File: src/rtl/instr_sequencer.sv
// ---------------------------------------------------------------------------
// instr_sequencer
//
// Streams the scene program from the instruction BRAM into the instruction
// parser, one word per cycle, throttled by downstream backpressure. Render
// instructions park the sequencer until the renderer reports completion;
// frame instructions park it until the next frame sync, after which the
// program is replayed from address 0.
//
// Ports
//   clk, rst          clock, synchronous active-high reset
//   start, prog_len   begin a program of prog_len words (accepted in IDLE only)
//   imem_addr         BRAM read address
//   imem_rdata        BRAM data, valid MEM_LAT cycles after its address
//   inst, inst_valid  registered word and valid towards the parser
//   dec_valid         parser result valid
//   dec_render        parser result is a render instruction
//   dec_frame         parser result is a frame instruction
//   ds_ready          downstream can accept a word this cycle
//   render_start      one-cycle pulse to the renderer
//   render_done       one-cycle pulse from the renderer
//   frame_sync        vsync pulse
//   busy              sequencer is not IDLE
//   done              one-cycle pulse when the program ends without a frame
//   frame_count       completed frames, wraps at 2^16
// ---------------------------------------------------------------------------
module instr_sequencer #(
    parameter int         ADDR_W    = 10,
    parameter int         MEM_LAT   = 2,
    parameter logic [2:0] FTYPE_OPC = 3'b000
) (
    input  logic              clk,
    input  logic              rst,
    input  logic              start,
    input  logic [ADDR_W-1:0] prog_len,
    output logic [ADDR_W-1:0] imem_addr,
    input  logic [31:0]       imem_rdata,
    output logic [31:0]       inst,
    output logic              inst_valid,
    input  logic              dec_valid,
    input  logic              dec_render,
    input  logic              dec_frame,
    input  logic              ds_ready,
    output logic              render_start,
    input  logic              render_done,
    input  logic              frame_sync,
    output logic              busy,
    output logic              done,
    output logic [15:0]       frame_count
);

    localparam int DEPTH = MEM_LAT + 2;
    localparam int PTR_W = $clog2(DEPTH);
    localparam int CNT_W = $clog2(DEPTH + 1);

    localparam logic [1:0] S_IDLE        = 2'd0;
    localparam logic [1:0] S_FETCH       = 2'd1;
    localparam logic [1:0] S_WAIT_RENDER = 2'd2;
    localparam logic [1:0] S_WAIT_FRAME  = 2'd3;

    logic [1:0]        state;
    logic [ADDR_W-1:0] rd_addr;
    logic [ADDR_W-1:0] prog_len_q;
    logic [MEM_LAT-1:0] vld_sr;       // one bit per read in flight
    logic [31:0]       fifo_mem [DEPTH];
    logic [PTR_W-1:0]  wr_ptr;
    logic [PTR_W-1:0]  rd_ptr;
    logic [CNT_W-1:0]  fifo_count;
    logic [CNT_W-1:0]  inflight;

    logic ret_valid, fifo_empty, fifo_full, holdoff, in_fetch;
    logic dec_frame_hit, dec_render_hit, pop, pop_fifo, push, issue, room, prog_end;
    logic [31:0] head;

    function automatic logic [PTR_W-1:0] ptr_inc(input logic [PTR_W-1:0] p);
        return (p == PTR_W'(DEPTH - 1)) ? '0 : p + PTR_W'(1);
    endfunction

    // NOTE: every signal written here gets a value before any condition,
    // otherwise a path that skips the assignment would infer a latch.
    always_comb begin
        inflight = '0;
        for (int i = 0; i < MEM_LAT; i++) begin
            inflight = inflight + CNT_W'(vld_sr[i]);
        end
    end

    assign ret_valid  = vld_sr[MEM_LAT-1];
    assign fifo_empty = (fifo_count == '0);
    assign fifo_full  = (fifo_count == CNT_W'(DEPTH));
    assign in_fetch   = (state == S_FETCH);

    // A word whose opcode looks like a frame/render instruction stalls the
    // next presentation slot until the parser has classified it.
    assign holdoff        = inst_valid && (inst[2:0] == FTYPE_OPC);
    assign dec_frame_hit  = dec_valid && dec_frame;
    assign dec_render_hit = dec_valid && dec_render && !dec_frame;

    // Fall-through FIFO: when empty, returning BRAM data is presented
    // directly so the first word is not delayed by a write cycle.
    assign head     = fifo_empty ? imem_rdata : fifo_mem[rd_ptr];
    assign pop      = in_fetch && (!fifo_empty || ret_valid) && ds_ready && !holdoff
                      && !(dec_valid && (dec_render || dec_frame));
    assign pop_fifo = pop && !fifo_empty;
    assign push     = ret_valid && !(pop && fifo_empty);

    // Reads are only issued when a slot is guaranteed for their return data.
    assign room  = ({1'b0, fifo_count} + {1'b0, inflight}) < (CNT_W + 1)'(DEPTH);
    assign issue = (in_fetch || state == S_WAIT_RENDER) && (rd_addr < prog_len_q) && room;

    assign prog_end = in_fetch && (rd_addr == prog_len_q) && (inflight == '0)
                      && fifo_empty && !inst_valid;

    assign imem_addr = rd_addr;
    assign busy      = (state != S_IDLE);

    // NOTE: the FIFO storage has no reset; fifo_count and the pointers alone
    // decide which entries are meaningful.
    always_ff @(posedge clk) begin
        if (push) begin
            fifo_mem[wr_ptr] <= imem_rdata;
        end
    end

    // NOTE: sequential state uses non-blocking assignments so every register
    // samples the pre-edge values, independent of statement order.
    always_ff @(posedge clk) begin
        if (rst) begin
            state        <= S_IDLE;
            rd_addr      <= '0;
            prog_len_q   <= '0;
            vld_sr       <= '0;
            wr_ptr       <= '0;
            rd_ptr       <= '0;
            fifo_count   <= '0;
            inst         <= '0;
            inst_valid   <= 1'b0;
            render_start <= 1'b0;
            done         <= 1'b0;
            frame_count  <= '0;
        end else begin
            render_start <= 1'b0;
            done         <= 1'b0;

            for (int i = MEM_LAT - 1; i > 0; i--) begin
                vld_sr[i] <= vld_sr[i-1];
            end
            vld_sr[0] <= issue;
            if (issue) begin
                rd_addr <= rd_addr + ADDR_W'(1);
            end

            if (push) begin
                wr_ptr <= ptr_inc(wr_ptr);
            end
            if (pop_fifo) begin
                rd_ptr <= ptr_inc(rd_ptr);
            end
            if (push && !pop_fifo) begin
                fifo_count <= fifo_count + CNT_W'(1);
            end else if (!push && pop_fifo) begin
                fifo_count <= fifo_count - CNT_W'(1);
            end

            inst_valid <= pop;
            if (pop) begin
                inst <= head;
            end

            case (state)
                S_IDLE: begin
                    if (start) begin
                        state      <= S_FETCH;
                        prog_len_q <= prog_len;
                        rd_addr    <= '0;
                    end
                end
                S_FETCH: begin
                    if (dec_frame_hit) begin
                        // Replay from the top: drop everything fetched ahead.
                        state      <= S_WAIT_FRAME;
                        fifo_count <= '0;
                        wr_ptr     <= '0;
                        rd_ptr     <= '0;
                        vld_sr     <= '0;
                        rd_addr    <= '0;
                    end else if (dec_render_hit) begin
                        state        <= S_WAIT_RENDER;
                        render_start <= 1'b1;
                    end else if (prog_end) begin
                        state <= S_IDLE;
                        done  <= 1'b1;
                    end
                end
                S_WAIT_RENDER: begin
                    if (render_done) begin
                        state <= S_FETCH;
                    end
                end
                default: begin
                    if (frame_sync) begin
                        state       <= S_FETCH;
                        frame_count <= frame_count + 16'd1;
                    end
                end
            endcase
        end
    end

    fifo_no_overflow : assert property (@(posedge clk) disable iff (rst)
        !(push && fifo_full && !pop_fifo));

endmodule

File: config.mk
export PLATFORM = sky130hd
export DESIGN_NAME = instr_sequencer
export DESIGN_NICKNAME = d
export VERILOG_FILES = /design/src/rtl/instr_sequencer.sv
export SDC_FILE = /design/constraint.sdc
export NUM_CORES = 1
export LEC_CHECK = 0
export CAP_MARGIN = 5
export CORE_AREA = 2 2 151 153
export CTS_CLUSTER_SIZE = 25
export DETAILED_ROUTE_END_ITERATION = 6
export DIE_AREA = 0 0 153 155
export PLACE_DENSITY = 0.6
export SLEW_MARGIN = 20
export SYNTH_ARGS = -nofsm -noshare
export SYNTH_HDL_FRONTEND = slang
export SYNTH_SLANG_ARGS = --single-unit
File: constraint.sdc
create_clock -name clk -period 6.35 [get_ports clk]
set_input_delay 1.905 -clock clk [delete_from_list [all_inputs] [get_ports clk]]
set_output_delay 1.905 -clock clk [all_outputs]
set_load 0.005 [all_outputs]
==> results of run 1 <==
-- report_power, final --
part | switching [mW] | internal [mW]
Sequential | 0.0268 | 1.49
Combinational | 0.293 | 0.171
Clock | 0.536 | 0.789
Total | 0.856 | 2.45
-- area by class of cell --
| class | count | share of cell area [%] |
|---|---|---|
| clock buffers | 30 | 5.87 |
| clock inverters | 11 | 1.22 |
| inverters | 28 | 0.977 |
| multi-input cells | 400 | 27.0 |
| flip-flops and latches | 210 | 51.0 |
| well taps | 285 | 3.32 |
| repair buffers | 115 | 10.6 |
-- how the worst max path moves through the flow --
| stage | slack, ns | end | depth (start not counted) |
|---|---|---|---|
| after CTS | 2.27 | inst[8]$_SDFFE_PP0N_ | 7 |
| after floorplan | 2.76 | fifo_mem[0][0]$_DFFE_PP_ | 5 |
| final | 2.27 | inst[29]$_SDFFE_PP0N_ | 7 |
| after global routing | 2.05 | inst[9]$_SDFFE_PP0N_ | 7 |
| after global placement | 1.88 | inst[28]$_SDFFE_PP0N_ | 7 |
| after detailed placement | 1.73 | inst[6]$_SDFFE_PP0N_ | 7 |
-- layer usage --
layer	up-vias	track usage, %	wire, um
met5	-	0	0
met4	0	4.32	430
met3	35	3.01	1090
met2	172	27.1	9070
met1	2875	21.1	8560
li1	2680	-	-
-- worst reg2reg max path, delay by kind of cell (launching register included) --
family	cells	cell delay (ns)
adders and majority gates	1	0.25
DFF	1	0.41
buffers and inverters	2	0.50
AOI/OAI and AO/OA	1	0.26
and+or+nand+nor	4	1.69
-- registers in the layout, summed over array words and instances (netlist names) --
signal and flops:
fifo_mem 128, render_start 1, prog_len_q 10, wr_ptr 2
frame_count 16, inst_valid 1, vld_sr 2, inst 32
imem_addr 10, done 1, fifo_count 3, rd_ptr 2
state 2
-- cells by family (layout without fill, tap and decap cells) --
group	after synthesis	in the layout	synth area share [%]
XOR/XNOR	14	14	1.42
flip-flops	210	210	63.4
adder cells (fa/ha/maj)	27	27	3.90
multiplexers	34	34	8.57
buffers and inverters	65	184	3.25
AO/OA/AOI/OAI	92	92	7.21
AND/OR/NAND/NOR	233	233	12.3
-- cells in the final DEF, fill, tap and decap left out, types with 6 or more instances in the layout --
cell type / count
clkdlybuf4s50_1: 111
a311oi_1: 32
nor2_1: 62
o21ai_0: 16
a21oi_1: 28
nand3_1: 9
mux4_2: 32
nor3_1: 6
xnor2_1: 7
ha_1: 27
or3_1: 11
inv_1: 28
xor2_1: 7
nand2_1: 109
dfxtp_1: 80
nand4_1: 8
edfxtp_1: 128
clkbuf_16: 23
-- metrics by stage --
stage | power, mW | area [um^2] | cells | utilization (%)
floorplan | 1.83 | 8660 | 675 | -
global placement | 1.99 | 9990 | 1038 | 45.0
detailed placement | 2.01 | 9990 | 1038 | 45.0
CTS | 3.34 | 10800 | 1079 | 48.4
global route | 3.44 | 10800 | 1079 | 48.4
finish | 3.30 | 10800 | 1079 | 48.4
==> flow_summary.json, run 1 <==
{
  "status": "finished clean",
  "yosys.area.top_type_share_pct": 44.4,
  "groute.usage.overall_pct": 15.9,
  "reg2reg_to": "inst[29]$_SDFFE_PP0N_",
  "fp.dieH_um": 155,
  "place_ws_ns": 1.73,
  "timing.fmax_mhz": 245,
  "yosys.cell_types.count": 51,
  "clock-skew-final_ns": 0.0265,
  "hold_violations": 0,
  "die_x_um": 153,
  "critPathLaunch": "dec_frame",
  "grt_pass1_vias": 5710,
  "synth_seq_cells": 210,
  "crit_slowest_cell": "nor2_4",
  "place_congestion": 0.787,
  "hold_class": "register to register",
  "dieArea_mm2": 0.0237,
  "yosys-top-cells-area": "edfxtp_1 44%, dfxtp_1 19%, mux4_2 8.3%",
  "setup_viol": 0,
  "holdPathStages": 2,
  "holdWs_ns": 0.457,
  "worstMarginPinSlew_ns": 1.06,
  "drt_first_pass_iters": 6,
  "final_antenna_net_count": 0,
  "clock_path_buffers": 3,
  "vias": 5762,
  "period_minus_slack_ns": 4.08,
  "synth.avg_cell_area_um2": 12.8,
  "min-delay-start": "prog_len_q[2]$_SDFFE_PP0P_",
  "power.density_mw_per_mm2": 307,
  "drc": 0,
  "multi_input_area_mm2": 0.00290,
  "cts_htree_levels": 1,
  "num_io_pins": 113,
  "crit_fanout": 41,
  "r2r_slack_ns": 3.16,
  "critPathBufInv": 2,
  "grt_pass1_wl_um": 30500,
  "yosys.area.top_type": "edfxtp_1",
  "slew_violations": 0,
  "wire_per_inst_um": 17.8,
  "hold_buffers": 0,
  "numPortBuffers": 112,
  "setup_tns_ns": 0,
  "fp-row-count": 55,
  "cts_buffers": 23,
  "critPathCaptureType": "register",
  "synth_flop_cell": "edfxtp_1",
  "clk_latency_ns": 0.52,
  "vdd_ir_drop_max_uv": 212,
  "fill_cells": 1969,
  "synth_most_common_cell": "edfxtp_1",
  "tritoncts": "built",
  "nets": 856,
  "synth_nets": 753,
  "syn2layout_area_growth_pct": 24.3,
  "required_ns": 6.77,
  "cts.sinks": 210,
  "reg2regPathDepth": 8,
  "cts_root_buffer": "clkbuf_16",
  "period_share_pct": 64.2,
  "post_cts_resized": 0,
  "ff_latch_area_mm2": 0.00549,
  "worstPathArrival_ns": 4.49,
  "grt_start_max_net_pins": 67,
  "slowest_delay_ns": 0.85,
  "dp.final_hpwl_um": 11900,
  "crit_path_start_kind": "input pin",
  "whs_endpoint": "prog_len_q[2]$_SDFFE_PP0P_",
  "syn_inst": 675,
  "cpLargestDelayFamily": "simple AND/OR/NAND/NOR gates",
  "async_reset_ff_share_pct": 0,
  "drt-total-wl_um": 19200,
  "cts.clk_slew.worst_paths_ns": 0.06,
  "p_leak_nw": 3.55,
  "vias_per_cell": 5.34,
  "cts_setup_buffers": 0,
  "yosys-top-cells-count": "128 x edfxtp_1, 109 x nand2_1, 82 x dfxtp_1",
  "drive_gt1_share_pct": 11.1,
  "ys_seq_area_share_pct": 63.4,
  "yosysWarnings": 0,
  "start_util_pct": 38.9,
  "crit_type": "input pin to register",
  "cp_cell_sequence": "clkdlybuf4s50_1 -> o21ai_2 -> nand4_4 -> nor2_4 -> buf_4 -> nor2_1 -> a311oi_1",
  "antenna_found_initial": 0,
  "first_iter_violations": 290,
  "gr-total-overflow": 0,
  "synth_edf_count": 128,
  "relSlewSlack_pct": 29.1,
  "timing.final.ws_setup_ns": 2.27,
  "core_mm2": 0.0222,
  "num_antenna_cells": 0,
  "drv_cap": 0,
  "rsz0062_at_grt": "no",
  "synth.cell_area_mm2": 0.00866,
  "r2r-start": "fifo_count[0]$_SDFF_PP0_"
}
Note: power is estimated with default switching activity, not from simulation.
==> run 2: changes to the inputs <==
PLACE_DENSITY = 0.62   (was 0.6)
clock period = 3.65 ns   (was 6.35 ns; I/O delays follow)
==> flow_summary.json, run 2 (synthesis results as in run 1) <==
{
  "vias_per_cell": 5.15,
  "period_minus_slack_ns": 2.91,
  "worstPathArrival_ns": 1.81,
  "crit_type": "register to primary output",
  "wire_per_inst_um": 16.8,
  "period_share_pct": 79.6,
  "num_antenna_cells": 0,
  "groute.usage.overall_pct": 15.2,
  "place_congestion": 0.734,
  "cts_setup_buffers": 0,
  "layout_commonest_cell": "edfxtp_1",
  "timing.fmax_mhz": 344,
  "largest_reg_flops": 128,
  "cts.clk_slew.worst_paths_ns": 0.06,
  "cp.depth": 4,
  "crit_slowest_cell": "clkdlybuf4s50_1",
  "drt-total-wl_um": 18200,
  "vias": 5574,
  "place_ws_ns": 0.379,
  "drv_cap": 0,
  "syn2layout_area_growth_pct": 24.6,
  "drt_first_pass_iters": 4,
  "required_ns": 2.55,
  "crit_fanout": 5,
  "clock-skew-final_ns": 0.0104,
  "crit_path_start_kind": "register",
  "power.density_mw_per_mm2": 532,
  "grt_pass1_wl_um": 29000,
  "timing.final.ws_setup_ns": 0.745,
  "cts_root_buffer": "clkbuf_16",
  "numPortBuffers": 112,
  "relSlewSlack_pct": 37.6,
  "slowest_delay_ns": 0.50,
  "dp.final_hpwl_um": 11400,
  "top_regs": "fifo_mem: 128 flops, inst: 32 flops, frame_count: 16 flops",
  "placed_area_mm2": 0.0100,
  "fp.dieH_um": 155,
  "critPathCaptureType": "primary output",
  "hold_violations": 0,
  "tritoncts": "built",
  "worstMarginPinSlew_ns": 0.936,
  "antenna_found_initial": 0,
  "holdPathStages": 2,
  "hold_buffers": 0,
  "final_antenna_net_count": 0,
  "post_cts_resized": 0,
  "cts_htree_levels": 1,
  "grt_pass1_vias": 5436,
  "slew_violations": 0,
  "status": "finished clean",
  "drive_gt1_share_pct": 11.0,
  "drc": 0,
  "clock_path_buffers": 3,
  "gr-total-overflow": 0,
  "path_common_cell": "inv_1",
  "first_iter_violations": 329,
  "hold_class": "register to register",
  "reg2regPathDepth": 7,
  "core_mm2": 0.0222,
  "cpLargestDelayFamily": "buffers and inverters",
  "nets": 859,
  "critPathBufInv": 3,
  "dieArea_mm2": 0.0237,
  "vdd_ir_drop_max_uv": 357,
  "layout_common_cells": "128 x edfxtp_1, 111 x clkdlybuf4s50_1, 109 x nand2_1",
  "cts.sinks": 210,
  "largest-register": "fifo_mem",
  "fp-row-count": 55,
  "cp_cell_sequence": "inv_1 -> ha_1 -> inv_1 -> clkdlybuf4s50_1",
  "die_x_um": 153,
  "p_leak_nw": 3.56,
  "grt_start_max_net_pins": 65,
  "start_util_pct": 38.9,
  "num_io_pins": 113,
  "clk_latency_ns": 0.50,
  "rsz0062_at_grt": "no",
  "setup_viol": 0,
  "cts_buffers": 23,
  "final_area_mm2": 0.0108,
  "setup_tns_ns": 0
}
## run 2: cell types whose count changed in the layout (fill, tap and decap cells not counted), sizes merged
| cell | change |
|---|---|
| buf | +3 |
| bufinv | +1 |
| clkbuf | -1 |
| clkinv | +1 |
| inv | -1 |
## run 2: metal layers
layer  wire length, um  vias up  share of wire, %  track usage (%)
li1                  -     2694                 -                -
met1              8310     2712                46             20.9
met2              8600      142                47             25.1
met3               960       26               5.3             2.67
met4               340        0               1.9             4.06
met5                 0        -                 0                0
## run 2: cell type report
class | instances | area [um^2]
Fill cell | 1935 | 11400
Sequential cell | 210 | 5490
Multi-Input combinational cell | 400 | 2900
Timing Repair Buffer | 118 | 1170
Clock buffer | 29 | 618
Tap cell | 285 | 357
Clock inverter | 12 | 139
Inverter | 28 | 105
## run 2: path summary, 6_finish.rpt
check,from,to,slack (ns)
worst min-delay path,prog_len_q[8]$_SDFFE_PP0P_,prog_len_q[8]$_SDFFE_PP0P_,0.46
worst min register to register,prog_len_q[8]$_SDFFE_PP0P_,prog_len_q[8]$_SDFFE_PP0P_,0.46
worst max-delay path,state[0]$_SDFFE_PP0P_,busy,0.74
worst max register to register,vld_sr[1]$_SDFF_PP0_,imem_addr[5]$_SDFF_PP0_,1.21
## run 2: report_power, final
part           switching [mW]  total [mW]  internal (mW)
sequential             0.0451        2.63           2.59
clock                   0.899        2.31           1.41
combinational           0.492       0.801          0.308
total                    1.44        5.74           4.30
## run 2: per-stage QoR
stage,hold slack [ns],instances,utilization (%),power (mW)
after floorplan,0.436,675,-,3.18
after global placement,0.444,1041,45.1,3.49
after detailed placement,0.451,1041,45.1,3.49
after CTS,0.459,1082,48.5,5.81
after global routing,0.479,1082,48.5,6.01
final,0.458,1082,48.5,5.74
## run 2: tightest hold or removal path: cells and delay by family, from the launching register on
kind,cells,cell delay [ns]
AO/OA/AOI/OAI,1,0.05
AND/OR/NAND/NOR,1,0.05
flip-flops,1,0.31
